$ cat src/rtl/chroma_upsample_ctrl.sv
// Collects one 4:2:0 MCU (Y0..Y3, Cb, Cr) and replays it as four luma/chroma quadrant sets.
// Latency: first quadrant is presented 1 cycle after the 6th accepted block; 4 emit cycles minimum.
// Backpressure: in_ready is low for the whole emit phase; outputs hold while out_valid && !out_ready.
module chroma_upsample_ctrl #(
    parameter  int CH = 3,
    localparam int CW = $clog2(CH + 1)
) (
    input  logic                  clock,
    input  logic                  reset,
    input  logic                  in_valid,
    output logic                  in_ready,
    input  logic [CW-1:0]         in_ch,
    input  logic [7:0][7:0][8:0]  in_block,
    output logic                  out_valid,
    input  logic                  out_ready,
    output logic [7:0][7:0][8:0]  out_y,
    output logic [3:0][3:0][8:0]  out_cb,
    output logic [3:0][3:0][8:0]  out_cr,
    output logic [1:0]            out_idx,
    output logic                  out_last,
    output logic                  seq_err
);

    typedef enum logic {COLLECT = 1'b0, EMIT = 1'b1} state_t;

    localparam logic [CW-1:0] TAG_Y  = CW'(0);
    localparam logic [CW-1:0] TAG_CB = CW'(1);
    localparam logic [CW-1:0] TAG_CR = CW'(2);

    state_t            state_q, state_d;
    logic [2:0]        seq_q, seq_d;
    logic [1:0]        idx_q, idx_d;
    logic              err_q, err_d;
    logic [CW-1:0]     exp_ch;
    logic              accept;
    logic              store;

    // Block buffers; contents are only meaningful once a full MCU has been collected.
    logic [7:0][7:0][8:0] y_q [4];
    logic [7:0][7:0][8:0] cb_q;
    logic [7:0][7:0][8:0] cr_q;

    // Handshakes are forced low while reset is held so nothing is accepted or presented.
    assign in_ready  = (state_q == COLLECT) && !reset;
    assign out_valid = (state_q == EMIT) && !reset;
    assign accept    = in_valid && in_ready;
    assign store     = accept && (in_ch == exp_ch);
    assign seq_err   = err_q;

    // Expected channel tag for the current sequence position: Y,Y,Y,Y,Cb,Cr.
    always_comb begin
        exp_ch = TAG_Y;
        if (seq_q == 3'd4) begin
            exp_ch = TAG_CB;
        end else if (seq_q >= 3'd5) begin
            exp_ch = TAG_CR;
        end
    end

    // State, sequence counter, quadrant index and sticky error register.
    always_ff @(posedge clock) begin
        if (reset) begin
            state_q <= COLLECT;
            seq_q   <= 3'd0;
            idx_q   <= 2'd0;
            err_q   <= 1'b0;
        end else begin
            state_q <= state_d;
            seq_q   <= seq_d;
            idx_q   <= idx_d;
            err_q   <= err_d;
        end
    end

    // Next-state logic: collect six in-order blocks, then step through four quadrants.
    always_comb begin
        state_d = state_q;
        seq_d   = seq_q;
        idx_d   = idx_q;
        err_d   = err_q;
        case (state_q)
            COLLECT: begin
                if (accept) begin
                    if (store) begin
                        if (seq_q == 3'd5) begin
                            state_d = EMIT;
                            seq_d   = 3'd0;
                            idx_d   = 2'd0;
                        end else begin
                            seq_d = seq_q + 3'd1;
                        end
                    end else begin
                        // Out-of-order tag: block is dropped and the sequence position kept.
                        err_d = 1'b1;
                    end
                end
            end
            EMIT: begin
                if (out_ready) begin
                    if (idx_q == 2'd3) begin
                        state_d = COLLECT;
                        idx_d   = 2'd0;
                    end else begin
                        idx_d = idx_q + 2'd1;
                    end
                end
            end
            default: begin
                state_d = COLLECT;
            end
        endcase
    end

    // Buffer writes for in-order blocks; no reset needed since every MCU overwrites all six.
    always_ff @(posedge clock) begin
        if (store) begin
            case (seq_q)
                3'd0, 3'd1, 3'd2, 3'd3: y_q[seq_q[1:0]] <= in_block;
                3'd4:                   cb_q            <= in_block;
                default:                cr_q            <= in_block;
            endcase
        end
    end

    assign out_y    = out_valid ? y_q[idx_q] : '0;
    assign out_idx  = out_valid ? idx_q : 2'd0;
    assign out_last = out_valid && (idx_q == 2'd3);

    // Quadrant k selects chroma rows 4*(k>>1).. and columns 4*(k&1)..
    for (genvar r = 0; r < 4; r++) begin : g_row
        for (genvar c = 0; c < 4; c++) begin : g_col
            assign out_cb[r][c] = out_valid ? cb_q[{idx_q[1], 2'(r)}][{idx_q[0], 2'(c)}] : 9'd0;
            assign out_cr[r][c] = out_valid ? cr_q[{idx_q[1], 2'(r)}][{idx_q[0], 2'(c)}] : 9'd0;
        end
    end

endmodule

$ cat config.mk
export PLATFORM = sky130hd
export DESIGN_NAME = chroma_upsample_ctrl
export DESIGN_NICKNAME = d
export VERILOG_FILES = /design/src/rtl/chroma_upsample_ctrl.sv
export SDC_FILE = /design/constraint.sdc
export NUM_CORES = 2
export LEC_CHECK = 0
export BUFFER_PORTS_ARGS = -buffer_cell sky130_fd_sc_hd__buf_2
export CAP_MARGIN = 20
export CORE_AREA = 2 2 573 575
export CTS_BUF_LIST = sky130_fd_sc_hd__clkbuf_2
export DETAILED_ROUTE_END_ITERATION = 6
export DIE_AREA = 0 0 575 577
export SYNTH_ARGS = -nofsm -noshare
export SYNTH_HDL_FRONTEND = slang
export SYNTH_SLANG_ARGS = --single-unit
$ cat constraint.sdc
create_clock -name clock -period 76.6 [get_ports clock]
set_input_delay 11.49 -clock clock [delete_from_list [all_inputs] [get_ports clock]]
set_output_delay 11.49 -clock clock [all_outputs]
set_load 0.05 [all_outputs]
== Word level (Yosys, flattened, before mapping) ==
Memory sizes are Yosys's and may differ from the RTL's. A register that Yosys moved wholly into a read port is not among the register bits.
Index checks and enable logic that the tools add are counted.
Word-level totals
  logic and storage cells: 306
  bits in writable memories: 2304
  bits in latches: 0
  memory bits (read-only): 0
  bits in registers: 1159
  output and inout port bits: 870
  input port bits: 582
  memories: 1
Cells by class
  muxes and demuxes: 134
  bitwise operators: 3
  equality and inequality tests: 11
  $lt $le $gt $ge: 9
  multiply operators: 0
  add/sub/neg operators: 2
  div/mod/pow operators: 0
  reductions and logical operators: 14
  shifts and indexed selects: 0
Memory list
  y_q: depth 4, width 576, rd ports 1, clocked after Yosys merged registers in 1, wr ports 1, RTL line 39  | logic [7:0][7:0][8:0] y_q [4];
Operator list (count)
  $mux 72: 16
  $mux 9: 96
  $mux 576: 1
  $lt 3x4->1 const B: 8
  $mux 2: 10
  $mux 1: 8
  $eq 3x2->1 const B: 2
  $eq 3x3->1 const B: 2
  $ne 2x2->1 const B: 3
  $reduce_and 3->1: 2
  $logic_and 1x1->1: 5
  $reduce_or 5->1: 1
  $pmux 2 s2: 1
  $reduce_and 2->1: 2
  $reduce_and 4->1: 1
  $reduce_or 4->1: 1
  $add 3x1->3 const B: 1
  $eq 3x1->1 const B: 1
  $ge 3x3->1 const B: 1
  $logic_not 3->1: 1
  $mux 3: 1
  $not 1->1: 3
  $add 2x1->2 const B: 1
  $eq 2x2->1: 1
  other kinds (4): 4

== Depth between registers and ports, before layout ==
  word-level depth: 10
  gate-level depth with buffers: 7
  gate-level depth less buffers: 4

== Worst setup path before layout ==
OpenSTA, ideal clock, no wires.
  kind: input port to flip-flop
  start: in in_ch[1]
  end: reg cb_q[0] (netlist bit) (enable)
  setup time: 2.919 ns
  required time: 73.681 ns
  slack: 7.496 ns
  stages: 4
  arrival: 66.185 ns
  path through: or4b_4 o21ai_4 nand2_1 nor4_1
On the way
  cells in the longest elaborated chain, start to end: 3
RTL lines
  start: declaration: RTL line 12  | input logic [CW-1:0] in_ch,
  $eq 2x2->1: RTL line 47  | assign store = accept && (in_ch == exp_ch);
  $logic_and 1x1->1: RTL line 47
  $reduce_and 2->1 (no source line)
  end signal: assignment: RTL line 119  | 3'd4: cb_q <= in_block;
  end: declaration: RTL line 40  | logic [7:0][7:0][8:0] cb_q;
Every way passes these cells.
A chain may end at the register's enable or synchronous reset.

==> out/results.txt <==
Status -> completed
Syn avg cell area -> 23.55 um^2
Most frequent cells in the layout -> 3456 x edfxtp_1, 1451 x buf_2, 1187 x clkbuf_2
Via count -> 67530
Synthesized area -> 130700 um^2
Final ANT Viol Nets -> 0
GP Congestion -> 0.8491
Fillers -> 28060
TritonCTS clock tree -> done
Post-CTS Setup Bufs -> 0
Pwr/cell area -> 22.39 nW/um^2
Tot GR Track Use -> 21.52%
Max Clock Freq -> 37.30 MHz
RR Startpoint -> seq_q[0]
Crit start category -> input pin
Port bufs -> 1451
Crit path launch -> reset
RSZ-0062 raised after global routing -> no
Clk sinks -> 3465
Hold buffer count at CTS -> 0
Synthesis-to-finish area growth -> 15.36%
Finish-stage setup viols -> 0
Number of global-route vias before repair -> 68570
# resized after CTS -> 0
Max-cap viol count -> 0
Final count of hold timing violations -> 0
Post-Synth Simple-Gate Area -> 4.302%
Layout cell share with drive strength beyond 1 -> 44.79%
Hold WC Path Type -> flop to flop
Dpl ws -> 49650 ps
Largest family of logic cells by synthesized area -> multiplexers
Top cell type's share of synthesized area -> 79.43%
TritonRoute pass-1 iters -> 6
Slew Viols, Final -> 0
Setup CP Type -> input pin to output pin
Cts bufs inserted -> 846
Fin crit period -> 26810 ps
Net Count, Synth -> 6132
Synth area leader -> edfxtp_1
R2R setup slack -> 70070 ps
1st-iter DRT viols -> 6335
Clk buf depth -> 4
Util after Layout -> 46.26%
Initial antenna violation count -> 240
Die width -> 575 um
Leakage -> 51.59 nW
Deepest level of the CTS H-tree -> 6
Post-Syn Instances -> 5548
Actual slew at the worst max-slew pin -> 1151 ps
Root Driver -> clkbuf_2
First-pass GRT wire length -> 508200 um
Clock Skew -> 168.1 ps
# DRC -> 0
Post-Route WL -> 366600 um
Vias/cell -> 5.314
Layout Cells excl Fill -> 12710
Critical Path Sink Type -> output pin
Most common cell after layout, fill and taps aside -> edfxtp_1
Clock Latency Late Sink -> 2040 ps
CP max FO -> 103
Slew headroom -> 23.25%
Worst r2r dst -> cr_q[568]
Starting density of the core -> 40.10%
Adder-cell area share of the yosys netlist -> 0.01915%
Placed cells -> 11150
Final nets -> 8238
Critical Path Sink -> out_y[3]
Worst Path Required -> 65110 ps
Total Die Area -> 331800 um^2
# IOs -> 1452
Die H -> 577 um
Setup ws final -> 49790 ps
Post-DP HPWL -> 239600 um
Register area share after synthesis -> 79.57%
Syn. warnings -> 0
Peak VDD IR -> 0.01305 mV
CP Data Arrival Time -> 15320 ps
Synth area leaders -> edfxtp_1 79%, mux4_2 15%, and2_1 4.2%
Reg clk slew, reported paths -> 120 ps
Seq cells post-synth -> 3465
Cell count of the worst reg-to-reg path -> 9
Distinct cells, synth -> 35
Core Area -> 325800 um^2
Setup TNS -> 0 ps
GRT Residual Overflow -> 0
Compound-gate portion of the synthesized area -> 0.1379%
Wirelength per Cell -> 28.85 um
Final period utilization -> 35.00%
Standard-cell row count -> 210
Mux share of post-synthesis cell area -> 14.89%
Largest net degree at the start of global routing -> 150
Post-Synth XOR/XNOR Area -> 0%
Total power -> 3.374 mW
## routing by layer
| metal | vias up | share of wire, % | global-route usage (%) |
|---|---|---|---|
| li1 | 27780 | - | - |
| met1 | 35550 | 39 | 27.88 |
| met2 | 3359 | 49 | 34.84 |
| met3 | 728 | 8.6 | 6.047 |
| met4 | 108 | 2.9 | 7.698 |
| met5 | - | 0.19 | 0 |
## layout make-up
class | count | area (um^2) | share of cell area, %
clock buffers | 1187 | 5941 | 3.942
clock inverters | 261 | 1504 | 0.9979
multi-input cells | 1786 | 25330 | 16.81
flip-flops and latches | 3465 | 104000 | 68.99
well taps | 4346 | 5438 | 3.608
inverters | 3 | 11.26 | 0.007471
diodes | 109 | 272.8 | 0.1810
repair buffers | 1552 | 8243 | 5.469
## through the flow
step | hold WS [ps] | area, um^2
6_report | 502.7 | 150700
5_1_grt | 540.1 | 150600
4_1_cts | 504.9 | 150400
3_5_place_dp | 471.3 | 142900
3_3_place_gp | 477.7 | 142900
2_1_floorplan | 558.8 | 130700
## cell families (layout without fill, tap and decap cells)
logic type,count (synthesis),after routing
flip-flops,3465,3465
AND/OR/NAND/NOR,902,902
multiplexers,864,864
buffers and inverters,297,3003
AO/OA/AOI/OAI,18,18
adder cells (fa/ha/maj),2,2
other,0,109
## how the worst min path moves through the flow
stage               end  slack, ps  cells after the start  startpoint
6_report        seq_err        500                      1     seq_err
5_1_grt         seq_err        540                      1     seq_err
4_1_cts         seq_err        500                      1     seq_err
3_5_place_dp    seq_err        470                      1     seq_err
3_3_place_gp    seq_err        480                      1     seq_err
2_1_floorplan  seq_q[1]        560                      3    seq_q[1]
## cell usage after synthesis
cell type  count
and2_1       868
nor3_1         4
nand2_1        9
ha_1           2
nor4_1         3
or4_1          1
o41ai_1        2
nor3b_1        1
nor2_1         9
clkinv_1       1
buf_4         49
o311ai_0       1
a221oi_1       1
a32o_1         3
or4b_4         1
a22o_1         3
clkbuf_1     118
buf_1         59
or3b_1         1
buf_6          4
a31oi_4        1
nor4_2         1
a21oi_1        3
o21a_1         1
nand2b_1       2
o21ai_4        1
o21ba_2        1
mux4_2       864
dfxtp_1        9
nor2b_1        1
inv_1          2
buf_2         64
edfxtp_1    3456
nor4b_2        1
a21boi_4       1
## critical path, stage by stage
cell,delay [ps]
buf_2,170
nor2b_4,130
buf_4,490
buf_4,830
buf_4,760
buf_4,670
and2_1,240
buf_2,270
## registers in the layout, summed over array words and instances, names as in the netlist, named ones only
register and count:
cb_q 576, cr_q 576, idx_q 2, seq_err 1
seq_q 3, state_q 1, y_q 2304
## where the power goes
part | total [mW] | switching (mW) | leakage, nW | internal [mW]
combinational | 0.0770 | 0.0562 | 14.8 | 0.0208
clock | 1.19 | 0.740 | 5.63 | 0.449
sequential | 2.11 | 0.00457 | 31.2 | 2.10
total | 3.37 | 0.801 | 51.6 | 2.57
Note: power is estimated with default switching activity, not from simulation.
